--- config.mk ---
export PLATFORM = sky130hd
export DESIGN_NAME = y_pulse_monitor
export DESIGN_NICKNAME = d
export VERILOG_FILES = /design/src/rtl/y_pulse_monitor.sv
export SDC_FILE = /design/constraint.sdc
export NUM_CORES = 1
export LEC_CHECK = 0
export ABC_AREA = 0
export CAP_MARGIN = 20
export CORE_AREA = 8 8 55 57
export CTS_BUF_LIST = sky130_fd_sc_hd__clkbuf_8
export DETAILED_ROUTE_END_ITERATION = 6
export DIE_AREA = 0 0 63 65
export GPL_ROUTABILITY_DRIVEN = 0
export GPL_TIMING_DRIVEN = 0
export PLACE_DENSITY = 0.75
export SYNTH_ARGS = -nofsm -noshare
export SYNTH_HDL_FRONTEND = slang
export SYNTH_SLANG_ARGS = --single-unit
--- constraint.sdc ---
create_clock -name clk -period 2.15 [get_ports clk]
set_input_delay 0.43 -clock clk [delete_from_list [all_inputs] [get_ports clk]]
set_output_delay 0.43 -clock clk [all_outputs]
set_load 0.005 [all_outputs]
--- src/rtl/y_pulse_monitor.sv ---
// -----------------------------------------------------------------------------
// y_pulse_monitor
//
// Purpose:
//   Watches the single-bit output y of the `example` block. It deglitches y,
//   strobes on each filtered rising edge, counts those edges in windows of
//   REPORT_EVERY, and offers one report per completed window on a valid/ready
//   interface. y_in is synchronous to clk, so there is no synchronizer.
//
// Optional feature macro: Y_FALL_DETECT_EN
//   When defined, adds the fall_pulse output, a one-cycle strobe on each
//   filtered 1->0 transition. Counting and reporting do not change.
//
// Parameters:
//   STABLE_CYCLES : consecutive differing samples before filt_y follows y_in (1..255)
//   CNT_W         : width of pulse_cnt and rpt_count
//   REPORT_EVERY  : filtered rising edges per report window (1..2^CNT_W-1)
//
// Ports:
//   clk        in   rising-edge clock
//   rst_n      in   synchronous active-low reset
//   en         in   monitor enable (low freezes the filter and counting)
//   y_in       in   raw y from the `example` block
//   filt_y     out  deglitched y
//   rise_pulse out  one-cycle strobe on a filtered 0->1 transition
//   fall_pulse out  one-cycle strobe on a filtered 1->0 transition (Y_FALL_DETECT_EN only)
//   pulse_cnt  out  rising edges seen in the current window
//   rpt_valid  out  report available
//   rpt_ready  in   downstream accepts the report
//   rpt_count  out  count carried by the report
//   overflow   out  sticky: a window completed while a report was still pending
//   fsm_state  out  debug view of the report FSM (0 = COUNT, 1 = REPORT)
//
// Report handshake:
//   A report transfers at a rising clk edge where rpt_valid && rpt_ready.
//   While rpt_valid is high, rpt_count is held stable until that transfer.
//   rpt_valid does not depend on rpt_ready, and rpt_ready is ignored while
//   rpt_valid is low. The handshake keeps working while en is low.
// -----------------------------------------------------------------------------
module y_pulse_monitor #(
  parameter int STABLE_CYCLES = 4,
  parameter int CNT_W         = 8,
  parameter int REPORT_EVERY  = 16
) (
  input  logic             clk,
  input  logic             rst_n,
  input  logic             en,
  input  logic             y_in,
  output logic             filt_y,
  output logic             rise_pulse,
`ifdef Y_FALL_DETECT_EN
  output logic             fall_pulse,
`endif
  output logic [CNT_W-1:0] pulse_cnt,
  output logic             rpt_valid,
  input  logic             rpt_ready,
  output logic [CNT_W-1:0] rpt_count,
  output logic             overflow,
  output logic             fsm_state
);

  localparam logic [7:0]       STAB_LAST = 8'(STABLE_CYCLES - 1);
  localparam logic [CNT_W-1:0] WIN_LAST  = CNT_W'(REPORT_EVERY - 1);
  localparam logic [CNT_W-1:0] WIN_SIZE  = CNT_W'(REPORT_EVERY);

  typedef enum logic {
    COUNT  = 1'b0,
    REPORT = 1'b1
  } state_t;

  state_t           state, state_nxt;
  logic [7:0]       stab_cnt;
  logic             qualify;
  logic             rise_now;
  logic             window_end;
  logic             rpt_valid_nxt;
  logic [CNT_W-1:0] rpt_count_nxt;
  logic             overflow_nxt;

  // qualify is true on the edge where filt_y will change to follow y_in.
  assign qualify    = en && (y_in != filt_y) && (stab_cnt == STAB_LAST);
  assign rise_now   = qualify && y_in;
  assign window_end = rise_now && (pulse_cnt == WIN_LAST);
  assign fsm_state  = state;

  // Deglitch filter, rise strobe and window counter.
  always_ff @(posedge clk) begin
    if (!rst_n) begin
      stab_cnt   <= '0;
      filt_y     <= 1'b0;
      rise_pulse <= 1'b0;
      pulse_cnt  <= '0;
    end else begin
      rise_pulse <= rise_now;
      // Disabled or matching samples restart the qualification run.
      if (!en || (y_in == filt_y)) begin
        stab_cnt <= '0;
      end else if (stab_cnt == STAB_LAST) begin
        filt_y   <= y_in;
        stab_cnt <= '0;
      end else begin
        stab_cnt <= stab_cnt + 8'd1;
      end
      // The count wraps to zero at the window end, whether or not the
      // previous report has been taken.
      if (rise_now) begin
        pulse_cnt <= window_end ? '0 : pulse_cnt + CNT_W'(1);
      end
    end
  end

`ifdef Y_FALL_DETECT_EN
  always_ff @(posedge clk) begin
    if (!rst_n) begin
      fall_pulse <= 1'b0;
    end else begin
      fall_pulse <= qualify && !y_in;
    end
  end
`endif

  // Report FSM: state register.
  always_ff @(posedge clk) begin
    if (!rst_n) begin
      state     <= COUNT;
      rpt_valid <= 1'b0;
      rpt_count <= '0;
      overflow  <= 1'b0;
    end else begin
      state     <= state_nxt;
      rpt_valid <= rpt_valid_nxt;
      rpt_count <= rpt_count_nxt;
      overflow  <= overflow_nxt;
    end
  end

  // Report FSM: next state and report outputs.
  always_comb begin
    state_nxt     = state;
    rpt_valid_nxt = rpt_valid;
    rpt_count_nxt = rpt_count;
    overflow_nxt  = overflow;
    unique case (state)
      COUNT: begin
        if (window_end) begin
          rpt_valid_nxt = 1'b1;
          rpt_count_nxt = WIN_SIZE;
          state_nxt     = REPORT;
        end
      end
      REPORT: begin
        if (window_end) begin
          // Taking the old report on this edge makes room for the new one.
          // Otherwise the new window is lost and flagged.
          if (rpt_ready) begin
            rpt_valid_nxt = 1'b1;
            rpt_count_nxt = WIN_SIZE;
          end else begin
            overflow_nxt = 1'b1;
          end
        end else if (rpt_ready) begin
          rpt_valid_nxt = 1'b0;
          state_nxt     = COUNT;
        end
      end
      default: state_nxt = COUNT;
    endcase
  end

endmodule

Word level (Yosys, flattened, before mapping)
Index checks and enable logic that the tools add are counted. W data, S select, Z words.

Register bits after elaboration: 29. Input port bits: 5. Output and inout bits: 21. Logic and storage cells: 46.

Add/sub/neg operators: 2. Eq/ne operators: 7. Mux-type cells: 14. Bitwise gates (word level): 4. Reductions and logical operators: 11.

Operator list (count): $mux W8 (4); $add A8 B1 Y8 const B (2); $pmux W8 S2 (1); $eq A8 B2 Y1 const B (1); $eq A8 B4 Y1 const B (1); $mux W1 (7); $reduce_and A3 Y1 (2); $logic_and A1 B1 Y1 (4); $ne A2 B2 Y1 const B (2); $not A1 Y1 (4); $pmux W1 S2 (2); $reduce_and A2 Y1 (2); $reduce_or A3 Y1 (1); $ne A2 B1 Y1 const B (1); $eq A1 B1 Y1 (1); $logic_not A1 Y1 (1); $logic_or A1 B1 Y1 (1); $ne A1 B1 Y1 (1).

Depth between registers and ports, before layout
Depth in word-level cells: 7. Depth in mapped cells: 5. Depth with buffers taken out: 5.

Worst setup path before layout
Ideal clock, no wire load.

Path kind: register to register. Start: register stab_cnt[0]. End: register pulse_cnt[4]. Library setup time: 0.072 ns. Data arrival time: 1.601 ns. Required time: 2.078 ns. Path slack: 0.477 ns. Cell stages (with the launch flop): 6. Path buffers: 0. Clock period less this slack: 1.673 ns. Cell sequence: dfxtp_1 ha_1 nor4b_4 nand4_4 or3b_1 a21oi_1.

Word-level cells in the longest chain between the ends: 5.

RTL lines: from (decl) (RTL line 72) `logic [7:0] stab_cnt;`; from (signal assigned) (RTL line 102) `stab_cnt <= stab_cnt + 8'd1;`; $eq A8 B2 Y1 * (RTL line 81) `assign qualify = en && (y_in != filt_y) && (stab_cnt == STAB_LAST);`; $logic_and A1 B1 Y1 * (RTL line 81); $logic_and A1 B1 Y1 * (RTL line 82) `assign rise_now = qualify && y_in;`; $logic_and A1 B1 Y1 (RTL line 83) `assign window_end = rise_now && (pulse_cnt == WIN_LAST);`; $mux W8 (RTL line 107) `pulse_cnt <= window_end ? '0 : pulse_cnt + CNT_W'(1);`; to (signal assigned) (RTL line 107); to (decl) (RTL line 54) `output logic [CNT_W-1:0] pulse_cnt,`.

Every way passes the cells marked *; elsewhere a longest branch is shown, timed or not. A chain may end at the register's enable or synchronous reset.

Worst setup path after layout
Ends and elaborated chain as after synthesis.

==> results.md <==
* Minimum clock period at 1910 ps
* Post-synthesis sequential area ratio at 43.3%
* EDFF count, synth at 0
* Critical Path RT at 2340 ps
* Full die area at 4100 sq um
* Worst R2R End: pulse_cnt[4]$_SDFFE_PN0P_
* Hold endpoint: overflow$_SDFFE_PN0P_
* Comb pwr share at 4.9%
* Outcome: complete, no violations
* CTS tree: built
* Post-synthesis xor/xnor area fraction at 9.47%
* Worst R2R Setup Slack at 240 ps
* Total grt overflow at 0
* Antenna-violating nets left at 0
* Initial antenna violation count at 0
* Max Buffers Root-to-Sink at 2
* Worst skew pair latency at 260 ps
* Max-cap violations at 0
* PortBufs at 18
* Vias post-DR at 798
* Setup violators final at 0
* Power Dens Cells at 531 nW/um^2
* HP Class: register to register
* Pleak at 0.531 nW
* Tot Pwr at 688 uW
* Final-layout fill cell count at 206
* Vias in the first global route at 796
* Design area at 1300 sq um
* Final hold vios at 0
* Clk slew on worst S/H paths at 70 ps
* Cell Area, Synth at 1020 sq um
* Finished Layout Cells at 161
* Post-CTS setup buffer count at 0
* Yosys top cell area share at 43.3%
* GRT Util Overall at 10.3%
* TritonRoute pass-1 iters at 4
* Peak supply drop at 423 uV
* Total Wirelength at 1950 microns
* Initial core utilization at 47.4%
* Setup Crit Path Kind: register to register
* Setup TNS at 0 ps
* Fin util at 60.3%
* Sw Ratio at 20.0%
* Fraction of registers with async set/reset at 0%
* Psw at 137 uW
* Clk_skew at 0.834 ps
* Fraction of layout cells with a size suffix above 1 at 12.8%
* CP max stage cell: nor4b_4
* Wirelength per Cell at 12.1 microns
* DRC viols at 0
* Mapped Cells at 106
* Antenna cells at 0
* CP top delay family: simple AND/OR/NAND/NOR gates
* Synth cell types at 36
* Post-synthesis compound-gate area fraction at 7.87%
* Simple-Gate Fraction of Synth Area at 28.3%
* Core area at 2150 sq um
* Reg power frac at 59.5%
* Mean post-synth cell area at 9.60 sq um
* Clock Power Share at 35.6%
* DP HPWL at 1540 microns
* Die Y-Extent at 65 microns
* Number of buffers and inverters on the critical path at 0
* # clock sinks at 22
* Crit Path Max Fanout at 8
* Main combinational cell family by area after synthesis: simple AND/OR/NAND/NOR gates
* Drt via density at 4.96
* Max-slew violation total from the final report at 0
* Fin crit share at 88.9%
* Crit path arrival time at 2100 ps
* Placed cells at 158
* FF+latch count, synth at 22
* CTS Hold Bufs at 0
* Hold Slack at 456 ps
* Final net count at 142
* Synth warn at 0
* Rows at 17
* Ports at 26
* Reg-to-Reg Start: stab_cnt[0]$_SDFF_PP0_
* Pin count of the biggest net entering global routing at 12
* Crit. End Element: register
* Dpl ws at 111 ps
* Tightest Pin Transition at 502 ps
* H-tree depth at 1
* Placed Area at 1250 sq um
* Hold_sp: overflow$_SDFFE_PN0P_
* F_max at 523 MHz
* Root buffer cell: clkbuf_8
* First-pass GRT wire length at 3440 microns
* PnR worst setup slack at 238 ps
* CTS Buf Count at 3
* Top FF cell, synth: dfxtp_1
* Crit-path cells: ha_1 > nor4b_4 > nand4_4 > or3b_1 > a21oi_1
* Relative slew slack at 66.3%
* Die W at 63 microns
* Crit path launch type: register
* Mux cell area share after synthesis at 1.97%
* Hold Crit Depth at 2
* Largest cells by area after synthesis: dfxtp_1, xor2_1, nor2_1
* Worst Reg-to-Reg Cells at 5
* Cell taking the most area after synthesis: dfxtp_1
* DR iter-0 viols at 16
* RSZ-0062 raised after global routing: no
* Synth Area in Adders at 2.46%
* Cell-internal power at 551 uW
* Area Overhead vs Synth at 27.4%
* Slowest stage delay, CP at 460 ps
==> layer usage <==
layer / track usage (%) / vias to the layer above / wire length (microns)
li1: - / 421 / -
met1: 10.2 / 356 / 826
met2: 18.1 / 16 / 978
met3: 3.09 / 5 / 97
met4: 7.41 / 0 / 46
met5: 0 / - / 0
==> Yosys cell counts (2+ instances only) <==
cell and n:
inv_1 2, dfxtp_1 22, nand3_1 8, nand2_1 3, mux2i_1 2, xnor2_1 2, xor2_1 9, and3_1 3
nand4_1 3, nor2_1 15, ha_1 2, a21oi_1 4, buf_4 7, o21ai_0 2
==> cell type report <==
type	count	area, sq um	area share (%)
Tap cell	28	35.0	2.70
Timing Repair Buffer	18	180	13.9
Sequential cell	22	440	34.0
Clock buffer	3	41.3	3.19
Buffer	7	52.6	4.05
Inverter	3	11.3	0.869
Multi-Input combinational cell	80	536	41.3
==> state kept, by name, indices dropped and copies added, names as in the netlist <==
signal      cells
pulse_cnt       8
overflow        1
rpt_valid       1
rise_pulse      1
filt_y          1
fsm_state       1
rpt_count       1
stab_cnt        8
==> how the worst max path moves through the flow <==
stage	start	endpoint	slack, ps	cells after the start
after floorplan	stab_cnt[0]$_SDFF_PP0_	pulse_cnt[4]$_SDFFE_PN0P_	480	5
after global placement	y_in	pulse_cnt[0]$_SDFFE_PN0P_	120	5
after detailed placement	y_in	pulse_cnt[1]$_SDFFE_PN0P_	110	5
after CTS	stab_cnt[0]$_SDFF_PP0_	pulse_cnt[1]$_SDFFE_PN0P_	200	5
after global routing	stab_cnt[0]$_SDFF_PP0_	overflow$_SDFFE_PN0P_	70	5
final	stab_cnt[0]$_SDFF_PP0_	pulse_cnt[4]$_SDFFE_PN0P_	240	5
==> tightest hold or removal path, delay by kind of cell (launching register included) <==
kind	cells	cell delay (ps)
DFF	1	310
AOI/OAI and AO/OA	1	50
and+or+nand+nor	1	50
==> timing repair <==
item                                    in CTS  in global routing
gates resized for setup                      0                  1
endpoints found under the hold margin        0                  0
endpoints found under the setup margin       0                  1
==> placed cells by master, fill, tap and decap left out, drive strengths merged, types with 2 or more instances in the layout <==
master / instances
clkdlybuf4s50: 18
clkbuf: 3
a21oi: 4
inv: 2
nand2: 3
o21ai: 2
nand4: 4
buf: 7
nor2: 15
nor4b: 2
dfxtp: 22
and4: 2
xor2: 9
mux2i: 2
ha: 2
and3: 3
nand3: 8
xnor2: 2
conb: 7
==> power by group through the flow <==
| stage | clock, mW | combinational [mW] | sequential [mW] |
|---|---|---|---|
| 2_1_floorplan | 0 | 0.0209 | 0.419 |
| 3_3_place_gp | 0 | 0.0329 | 0.419 |
| 3_5_place_dp | 0 | 0.0331 | 0.419 |
| 4_1_cts | 0.256 | 0.0333 | 0.409 |
| 5_1_grt | 0.272 | 0.0381 | 0.409 |
| 6_report | 0.245 | 0.0340 | 0.409 |
==> cells by family after synthesis <==
| kind of cell | after synthesis |
|---|---|
| compound gates | 12 |
| xor+xnor | 11 |
| fa+ha+maj | 2 |
| buf+inv | 10 |
| flops | 22 |
| mux | 2 |
| other cells | 1 |
| simple gates | 46 |
Power figures use the tool's default switching activity.
